<file path="config.mk">
export PLATFORM = sky130hd
export DESIGN_NAME = copperv_lsu
export DESIGN_NICKNAME = d
export VERILOG_FILES = /design/src/rtl/copperv_lsu_pkg.sv /design/src/rtl/copperv_lsu_align.sv /design/src/rtl/copperv_lsu.sv
export SDC_FILE = /design/constraint.sdc
export NUM_CORES = 1
export LEC_CHECK = 0
export ABC_AREA = 1
export CORE_UTILIZATION = 49
export DETAILED_ROUTE_END_ITERATION = 10
export PLACE_DENSITY = 0.81
export SETUP_SLACK_MARGIN = 0.4
export SLEW_MARGIN = 20
export SYNTH_ARGS = -nofsm -noshare
export SYNTH_HDL_FRONTEND = slang
export SYNTH_SLANG_ARGS = --single-unit
</file>
<file path="constraint.sdc">
create_clock -name clk -period 1.87 [get_ports clk]
set_input_delay 0.2805 -clock clk [delete_from_list [all_inputs] [get_ports clk]]
set_output_delay 0.2805 -clock clk [all_outputs]
set_load 0.03 [all_outputs]
</file>
<file path="src/rtl/copperv_lsu_pkg.sv">
// copperv_lsu_pkg: shared types for the copperv load/store unit.
//   mem_width_e       - access size encoding (byte .. dword)
//   lsu_state_e       - LSU control FSM states
//   lsu_err_e         - cause reported alongside err
//   data_write_resp_e - write response encoding on the data write bus
package copperv_lsu_pkg;

   typedef enum logic [1:0] {
      MEM_BYTE  = 2'd0,
      MEM_HWORD = 2'd1,
      MEM_WORD  = 2'd2,
      MEM_DWORD = 2'd3
   } mem_width_e;

   typedef enum logic [2:0] {
      LSU_IDLE    = 3'd0,
      LSU_CHECK   = 3'd1,
      LSU_RD_ADDR = 3'd2,
      LSU_RD_DATA = 3'd3,
      LSU_WR_REQ  = 3'd4,
      LSU_WR_RESP = 3'd5,
      LSU_DONE    = 3'd6
   } lsu_state_e;

   typedef enum logic [1:0] {
      LSU_ERR_MISALIGNED    = 2'd0,
      LSU_ERR_ILLEGAL_WIDTH = 2'd1,
      LSU_ERR_BUS_FAIL      = 2'd2,
      LSU_ERR_TIMEOUT       = 2'd3
   } lsu_err_e;

   typedef enum logic {
      DATA_WRITE_RESP_FAIL = 1'b0,
      DATA_WRITE_RESP_OK   = 1'b1
   } data_write_resp_e;

   // Number of bytes touched by an access of the given width (1, 2, 4 or 8).
   function automatic logic [3:0] width_bytes(input mem_width_e w);
      return 4'd1 << w;
   endfunction

endpackage

</file>
<file path="src/rtl/copperv_lsu_align.sv">
// copperv_lsu_align: purely combinational lane logic for the LSU.
//   lane_i       - byte offset of the access inside the bus word
//   width_i      - access size
//   is_unsigned_i- zero-extend (1) or sign-extend (0) load data
//   wdata_i      - right-aligned store data
//   rd_bus_i     - raw read data bus word
//   wr_data_o    - store data shifted into its byte lanes
//   wr_strobe_o  - byte enables for the store
//   rd_ext_o     - load data extracted from its lanes and extended to XLEN
module copperv_lsu_align
   import copperv_lsu_pkg::*;
#(
   parameter int XLEN = 32
) (
   input  logic [$clog2(XLEN/8)-1:0] lane_i,
   input  mem_width_e                width_i,
   input  logic                      is_unsigned_i,
   input  logic [XLEN-1:0]           wdata_i,
   input  logic [XLEN-1:0]           rd_bus_i,
   output logic [XLEN-1:0]           wr_data_o,
   output logic [XLEN/8-1:0]         wr_strobe_o,
   output logic [XLEN-1:0]           rd_ext_o
);

   localparam int         STRB_W    = XLEN / 8;
   localparam logic [6:0] XLEN_BITS = 7'(XLEN);

   logic [5:0]      bit_shift;
   logic [7:0]      size_ones;
   logic [6:0]      nbits;
   logic [6:0]      drop;
   logic [XLEN-1:0] shifted;
   logic [XLEN-1:0] left;

   assign bit_shift = 6'({lane_i, 3'b000});
   assign wr_data_o = wdata_i << bit_shift;

   always_comb begin
      size_ones = 8'hFF;
      case (width_i)
         MEM_BYTE:  size_ones = 8'h01;
         MEM_HWORD: size_ones = 8'h03;
         MEM_WORD:  size_ones = 8'h0F;
         default:   size_ones = 8'hFF;
      endcase
   end

   assign wr_strobe_o = STRB_W'(size_ones << lane_i);

   // Extension trick: push the selected field to the top of the word, then
   // shift it back down either logically or arithmetically. Accesses as wide
   // as the bus need no extension (drop = 0).
   always_comb begin
      shifted  = rd_bus_i >> bit_shift;
      nbits    = 7'd8 << width_i;
      drop     = (nbits >= XLEN_BITS) ? 7'd0 : (XLEN_BITS - nbits);
      left     = shifted << drop;
      rd_ext_o = is_unsigned_i ? (left >> drop) : XLEN'($signed(left) >>> drop);
   end

endmodule

</file>
<file path="src/rtl/copperv_lsu.sv">
// copperv_lsu: load/store unit between the control unit and the data buses.
//   clk, rst (async, active low)
//   start/is_store/width/is_unsigned/addr/wdata - request, sampled in IDLE
//   busy/done/rdata/err/err_cause               - status and result
//   dr_addr_*, dr_data_*                        - read address / data channels
//   dw_*, dw_resp_*                             - write request / response channels
module copperv_lsu
   import copperv_lsu_pkg::*;
#(
   parameter int XLEN           = 32,
   parameter int ADDR_WIDTH     = 32,
   parameter int TIMEOUT_CYCLES = 256
) (
   input  logic                  clk,
   input  logic                  rst,
   input  logic                  start,
   input  logic                  is_store,
   input  logic [1:0]            width,
   input  logic                  is_unsigned,
   input  logic [ADDR_WIDTH-1:0] addr,
   input  logic [XLEN-1:0]       wdata,
   output logic                  busy,
   output logic                  done,
   output logic [XLEN-1:0]       rdata,
   output logic                  err,
   output logic [1:0]            err_cause,
   output logic                  dr_addr_valid,
   input  logic                  dr_addr_ready,
   output logic [ADDR_WIDTH-1:0] dr_addr,
   input  logic                  dr_data_valid,
   output logic                  dr_data_ready,
   input  logic [XLEN-1:0]       dr_data,
   output logic                  dw_valid,
   input  logic                  dw_ready,
   output logic [ADDR_WIDTH-1:0] dw_addr,
   output logic [XLEN-1:0]       dw_data,
   output logic [XLEN/8-1:0]     dw_strobe,
   input  logic                  dw_resp_valid,
   output logic                  dw_resp_ready,
   input  logic                  dw_resp
);

   localparam int STRB_W = XLEN / 8;
   localparam int LANE_W = $clog2(STRB_W);
   localparam int CNT_W  = (TIMEOUT_CYCLES > 1) ? $clog2(TIMEOUT_CYCLES) : 1;
   localparam logic [CNT_W-1:0]      TMO_LAST  = (TIMEOUT_CYCLES > 0) ? CNT_W'(TIMEOUT_CYCLES - 1) : '0;
   localparam logic [ADDR_WIDTH-1:0] LANE_MASK = ADDR_WIDTH'(STRB_W - 1);

   lsu_state_e            state_q, state_d;
   logic [ADDR_WIDTH-1:0] addr_q, addr_d;
   mem_width_e            width_q, width_d;
   logic                  is_store_q, is_store_d;
   logic                  is_unsigned_q, is_unsigned_d;
   logic [XLEN-1:0]       wdata_q, wdata_d;
   logic [XLEN-1:0]       rdata_q, rdata_d;
   logic                  err_q, err_d;
   lsu_err_e              err_cause_q, err_cause_d;
   logic [CNT_W-1:0]      cnt_q, cnt_d;
   logic [ADDR_WIDTH-1:0] dr_addr_q, dr_addr_d;
   logic [ADDR_WIDTH-1:0] dw_addr_q, dw_addr_d;
   logic [XLEN-1:0]       dw_data_q, dw_data_d;
   logic [STRB_W-1:0]     dw_strobe_q, dw_strobe_d;

   logic [XLEN-1:0]   wr_data;
   logic [STRB_W-1:0] wr_strobe;
   logic [XLEN-1:0]   rd_ext;
   logic [3:0]        align_mask;
   logic              illegal_width;
   logic              misaligned;
   logic              timed_out;

   copperv_lsu_align #(.XLEN(XLEN)) u_align (
      .lane_i        (addr_q[LANE_W-1:0]),
      .width_i       (width_q),
      .is_unsigned_i (is_unsigned_q),
      .wdata_i       (wdata_q),
      .rd_bus_i      (dr_data),
      .wr_data_o     (wr_data),
      .wr_strobe_o   (wr_strobe),
      .rd_ext_o      (rd_ext)
   );

   assign align_mask    = width_bytes(width_q) - 4'd1;
   assign illegal_width = (XLEN == 32) && (width_q == MEM_DWORD);
   assign misaligned    = |(addr_q[2:0] & align_mask[2:0]);
   assign timed_out     = (TIMEOUT_CYCLES != 0) && (cnt_q == TMO_LAST);

   always_comb begin
      state_d       = state_q;
      addr_d        = addr_q;
      width_d       = width_q;
      is_store_d    = is_store_q;
      is_unsigned_d = is_unsigned_q;
      wdata_d       = wdata_q;
      rdata_d       = rdata_q;
      err_d         = err_q;
      err_cause_d   = err_cause_q;
      cnt_d         = cnt_q;
      dr_addr_d     = dr_addr_q;
      dw_addr_d     = dw_addr_q;
      dw_data_d     = dw_data_q;
      dw_strobe_d   = dw_strobe_q;
      case (state_q)
         LSU_IDLE: begin
            if (start) begin
               addr_d        = addr;
               width_d       = mem_width_e'(width);
               is_store_d    = is_store;
               is_unsigned_d = is_unsigned;
               wdata_d       = wdata;
               err_d         = 1'b0;
               state_d       = LSU_CHECK;
            end
         end
         LSU_CHECK: begin
            if (illegal_width) begin
               err_d       = 1'b1;
               err_cause_d = LSU_ERR_ILLEGAL_WIDTH;
               state_d     = LSU_DONE;
            end else if (misaligned) begin
               err_d       = 1'b1;
               err_cause_d = LSU_ERR_MISALIGNED;
               state_d     = LSU_DONE;
            end else if (is_store_q) begin
               // Payload is registered here so it is stable for the whole
               // time dw_valid is held.
               dw_addr_d   = addr_q & ~LANE_MASK;
               dw_data_d   = wr_data;
               dw_strobe_d = wr_strobe;
               state_d     = LSU_WR_REQ;
            end else begin
               dr_addr_d = addr_q & ~LANE_MASK;
               state_d   = LSU_RD_ADDR;
            end
         end
         LSU_RD_ADDR: begin
            if (dr_addr_ready) begin
               cnt_d   = '0;
               state_d = LSU_RD_DATA;
            end
         end
         LSU_RD_DATA: begin
            if (dr_data_valid) begin
               rdata_d = rd_ext;
               state_d = LSU_DONE;
            end else if (timed_out) begin
               err_d       = 1'b1;
               err_cause_d = LSU_ERR_TIMEOUT;
               state_d     = LSU_DONE;
            end else begin
               cnt_d = cnt_q + CNT_W'(1);
            end
         end
         LSU_WR_REQ: begin
            if (dw_ready) begin
               cnt_d   = '0;
               state_d = LSU_WR_RESP;
            end
         end
         LSU_WR_RESP: begin
            if (dw_resp_valid) begin
               if (dw_resp == DATA_WRITE_RESP_FAIL) begin
                  err_d       = 1'b1;
                  err_cause_d = LSU_ERR_BUS_FAIL;
               end
               state_d = LSU_DONE;
            end else if (timed_out) begin
               err_d       = 1'b1;
               err_cause_d = LSU_ERR_TIMEOUT;
               state_d     = LSU_DONE;
            end else begin
               cnt_d = cnt_q + CNT_W'(1);
            end
         end
         LSU_DONE: state_d = LSU_IDLE;
         default:  state_d = LSU_IDLE;
      endcase
   end

   always_ff @(posedge clk or negedge rst) begin
      if (!rst) begin
         state_q       <= LSU_IDLE;
         addr_q        <= '0;
         width_q       <= MEM_BYTE;
         is_store_q    <= 1'b0;
         is_unsigned_q <= 1'b0;
         wdata_q       <= '0;
         rdata_q       <= '0;
         err_q         <= 1'b0;
         err_cause_q   <= LSU_ERR_MISALIGNED;
         cnt_q         <= '0;
         dr_addr_q     <= '0;
         dw_addr_q     <= '0;
         dw_data_q     <= '0;
         dw_strobe_q   <= '0;
      end else begin
         state_q       <= state_d;
         addr_q        <= addr_d;
         width_q       <= width_d;
         is_store_q    <= is_store_d;
         is_unsigned_q <= is_unsigned_d;
         wdata_q       <= wdata_d;
         rdata_q       <= rdata_d;
         err_q         <= err_d;
         err_cause_q   <= err_cause_d;
         cnt_q         <= cnt_d;
         dr_addr_q     <= dr_addr_d;
         dw_addr_q     <= dw_addr_d;
         dw_data_q     <= dw_data_d;
         dw_strobe_q   <= dw_strobe_d;
      end
   end

   // All handshake outputs decode straight from the state register, so no
   // ready input ever reaches a valid output combinationally.
   assign busy          = (state_q != LSU_IDLE);
   assign done          = (state_q == LSU_DONE);
   assign err           = done && err_q;
   assign err_cause     = err_cause_q;
   assign rdata         = rdata_q;
   assign dr_addr_valid = (state_q == LSU_RD_ADDR);
   assign dr_data_ready = (state_q == LSU_RD_DATA);
   assign dr_addr       = dr_addr_q;
   assign dw_valid      = (state_q == LSU_WR_REQ);
   assign dw_resp_ready = (state_q == LSU_WR_RESP);
   assign dw_addr       = dw_addr_q;
   assign dw_data       = dw_data_q;
   assign dw_strobe     = dw_strobe_q;

endmodule

</file>
==> key figures <==
STA
  – Skew final: 0.0156 ns
  – Min Clock Period, post-route: 1.80 ns
  – Unrepaired setup endpoints after global routing: true
  – Max frequency: approximately 560 MHz
  – Final setup viols: 0
  – Max Slew Vio Count: 0
  – Sum Neg Setup Slack: 0 ns
  – Tcrit/Tclk final: 96.1%
  – Final Hold Viols: 0

Layout
  – # diodes: 0
  – # nets final: approximately 1.5k
  – Share of layout cells above drive strength 1: between 30% and 40%
  – Commonest non-fill, non-tap cell in the layout: nand2_1
  – Syn-to-layout area delta: 57.5%
  – # fillers: 1,155
  – Commonest cells after routing, fill and taps aside: 316 x nand2_1, 206 x dfrtp_1, 106 x clkdlybuf4s50_1

Clock tree
  – Clock Sink Count: 210
  – CTS tree: done
  – Register clock-pin slew on the reported worst setup and hold paths: approximately 0.06 ns
  – Maximum clock path buffer count: 3
  – Inserted Clock Buffers: 23
  – H-tree depth: 1
  – Root buffer cell: clkbuf_16
  – Clk_lat worst skew: approximately 0.50 ns

Routing
  – Metal2 WL: roughly 16 mm
  – Routed wire length: 32.8 mm
  – DRC viols: 0
  – Top layer in use: met4
  – WL met3: between 2 and 3 mm
  – Antenna violation net count after detailed routing: 0
  – Drt wl/cell: ~20 um
  – Vias/cell: approximately 5.6
  – Starting DRT DRC Count: between 700 and 800
  – Drt pass-1 iters: 5
  – Met1 wire length: about 13 mm
  – DR vias: ~9.4k

Critical path
  – Setup crit start kind: flop
  – Worst Path Required: 1.59 ns
  – CP endpoint kind: output port
  – Slowest CP cell: dfrtp_2
  – CP bufs+invs: 2
  – Worst Path Arrival: between 1.5 and 2 ns
  – Max Fanout on Critical Path: 6
  – Cell family with most CP delay: flip-flops
  – Max incr delay on CP: 0.44 ns
  – Crit-path cells: clkinv_4, nor3_2, buf_4
  – WS Path Type: reg2out

Yosys
  – Synth unique cells: 43
  – Mean Syn Cell Area: ~8.5 um^2
  – Post-Syn Area: 0.00934 mm^2
  – Flops & latches, synth: 210
  – Seq/Total Area, Yosys: between 50% and 60%
  – Async set-reset flop share out of synthesis: 100%
  – Post-synth EDFFs: 0
  – Syn Inst Count: about 1.1k
  – Synth warnings: 0
  – Main flop type after synthesis: dfrtp_1

GRT
  – GRT overflow: 0
  – Gr usage total: 29.7%
  – Initial antenna violation count: 0
  – Vias in the first global route: between 8k and 9k
  – Pin count of the biggest net entering global routing: 61
  – First-pass GRT wire length: 45.8 mm

Placement
  – GPL Wtd Cong: ~0.88
  – Port bufs: ~240
  – Post-DP HPWL: 17.8 mm

Floorplanning
  – Row count: 50
  – Chip height: between 100 and 150 um
  – Die ar.: 0.0196 mm^2
  – CORE AREA: approximately 0.019 mm^2
  – # IOs: between 200 and 250
  – Starting density of the core: between 40% and 50%
  – Die width: roughly 140 um

Run
  – # Max-Cap Violations: 0

Power
  – PD cells: 1850 mW/mm^2
  – VDD IR max: about 0.0015 V
  – Power consumption: around 27 mW
  – Static Leak: between 7 and 8 nW

Min path
  – Worst hold path class: in2async

Status
  – Run status: finished, final reports clean
## flip-flops by register name, summed over array words and instances (netlist names), 4 cells and up
name,cells
addr_q,32
dw_data,32
rdata,32
wdata_q,32
dr_addr,30
dw_addr,30
cnt_q,8
dw_strobe,4
## report_power, final
| group | internal (mW) | total (mW) | switching, mW |
|---|---|---|---|
| combinational | 5.67 | 14.7 | 9.08 |
| clock | 2.70 | 4.58 | 1.87 |
| sequential | 6.50 | 7.91 | 1.41 |
## area by class of cell
class | count | area [um^2] | area share [%]
Inverter | 87 | 387 | 2.63
Clock inverter | 11 | 121 | 0.825
Timing Repair Buffer | 358 | 3710 | 25.2
Multi-Input combinational cell | 739 | 4270 | 29.0
Sequential cell | 210 | 5260 | 35.8
Clock buffer | 29 | 638 | 4.34
Tap cell | 234 | 293 | 1.99
Timing Repair inverter | 2 | 31.3 | 0.213
## kinds of logic (layout without fill, tap and decap cells)
group | after synthesis | count (layout) | share of synthesized area, %
AO/OA/AOI/OAI | 259 | 259 | 15.6
adder cells (fa/ha/maj) | 1 | 1 | 0.134
AND/OR/NAND/NOR | 466 | 468 | 20.0
XOR/XNOR | 6 | 6 | 0.563
other | 1 | 4 | 0.0402
flip-flops | 210 | 210 | 56.3
multiplexers | 1 | 1 | 0.107
buffers and inverters | 153 | 487 | 7.31
## per-layer routing
metal / GRT usage [%] / vias up
met5: 0 / -
met4: 10.1 / 0
met3: 5.03 / 114
met2: 50.1 / 553
met1: 38.9 / 4546
li1: - / 4220
## worst reg2reg max path: cells and delay by family (launching register included)
family	cells	cell delay (ns)
AO/OA/AOI/OAI	1	0.31
buffers and inverters	4	0.57
flip-flops	1	0.46
AND/OR/NAND/NOR	3	0.37
## stage by stage
| stage | worst slack [ns] | hold WS [ns] | cell area [um^2] | util (%) | cells |
|---|---|---|---|---|---|
| after detailed placement | 0.00525 | 0.261 | 12200 | 65.0 | 1551 |
| after global placement | 0.0770 | 0.264 | 12200 | 65.0 | 1551 |
| final | 0.0730 | 0.286 | 14700 | 78.6 | 1670 |
| after floorplan | 0.270 | -0.0151 | 9410 | - | 1100 |
| after global routing | 0.0310 | 0.326 | 14700 | 78.6 | 1670 |
| after CTS | 0.125 | 0.300 | 13800 | 74.0 | 1641 |
## final timing paths
check	cells past startpoint	slack, ns	to	from
worst max-delay path	3	0.07	done	state_q[2]
worst min-delay path	2	0.29	cnt_q[0]	rst
worst max register to register	8	0.09	cnt_q[7]	state_q[2]
worst min register to register	2	0.48	dw_strobe[2]	dw_strobe[2]
max in group asynchronous	3	0.91	dw_addr[30]	rst
min in group clk	3	0.32	wdata_q[30]	wdata[30]
## synthesized netlist by cell type, drive strengths merged (6+ instances only)
cell / instances / area share (%)
a21oi: 24 / 1.3
a2bb2oi: 15 / 1.4
a31oi: 11 / 0.74
buf: 46 / 3.0
clkbuf: 20 / 0.82
dfrtp: 210 / 56
inv: 86 / 3.5
nand2: 381 / 15
nand3: 29 / 1.6
nand4: 6 / 0.40
nor2: 38 / 1.7
o211ai: 14 / 1.1
o21ai: 179 / 9.6
o31ai: 7 / 0.56
or2: 7 / 0.47
## repair_timing
action                                  4_1_cts  5_1_grt
endpoints found under the setup margin      335      263
pin swaps                                    19       43
gates cloned                                 13       16
gates resized for setup                     666      250
hold endpoints to repair                     43        0
hold buffers                                  1        0
buffers inserted                             36       13
Note: power is estimated with default switching activity, not from simulation.
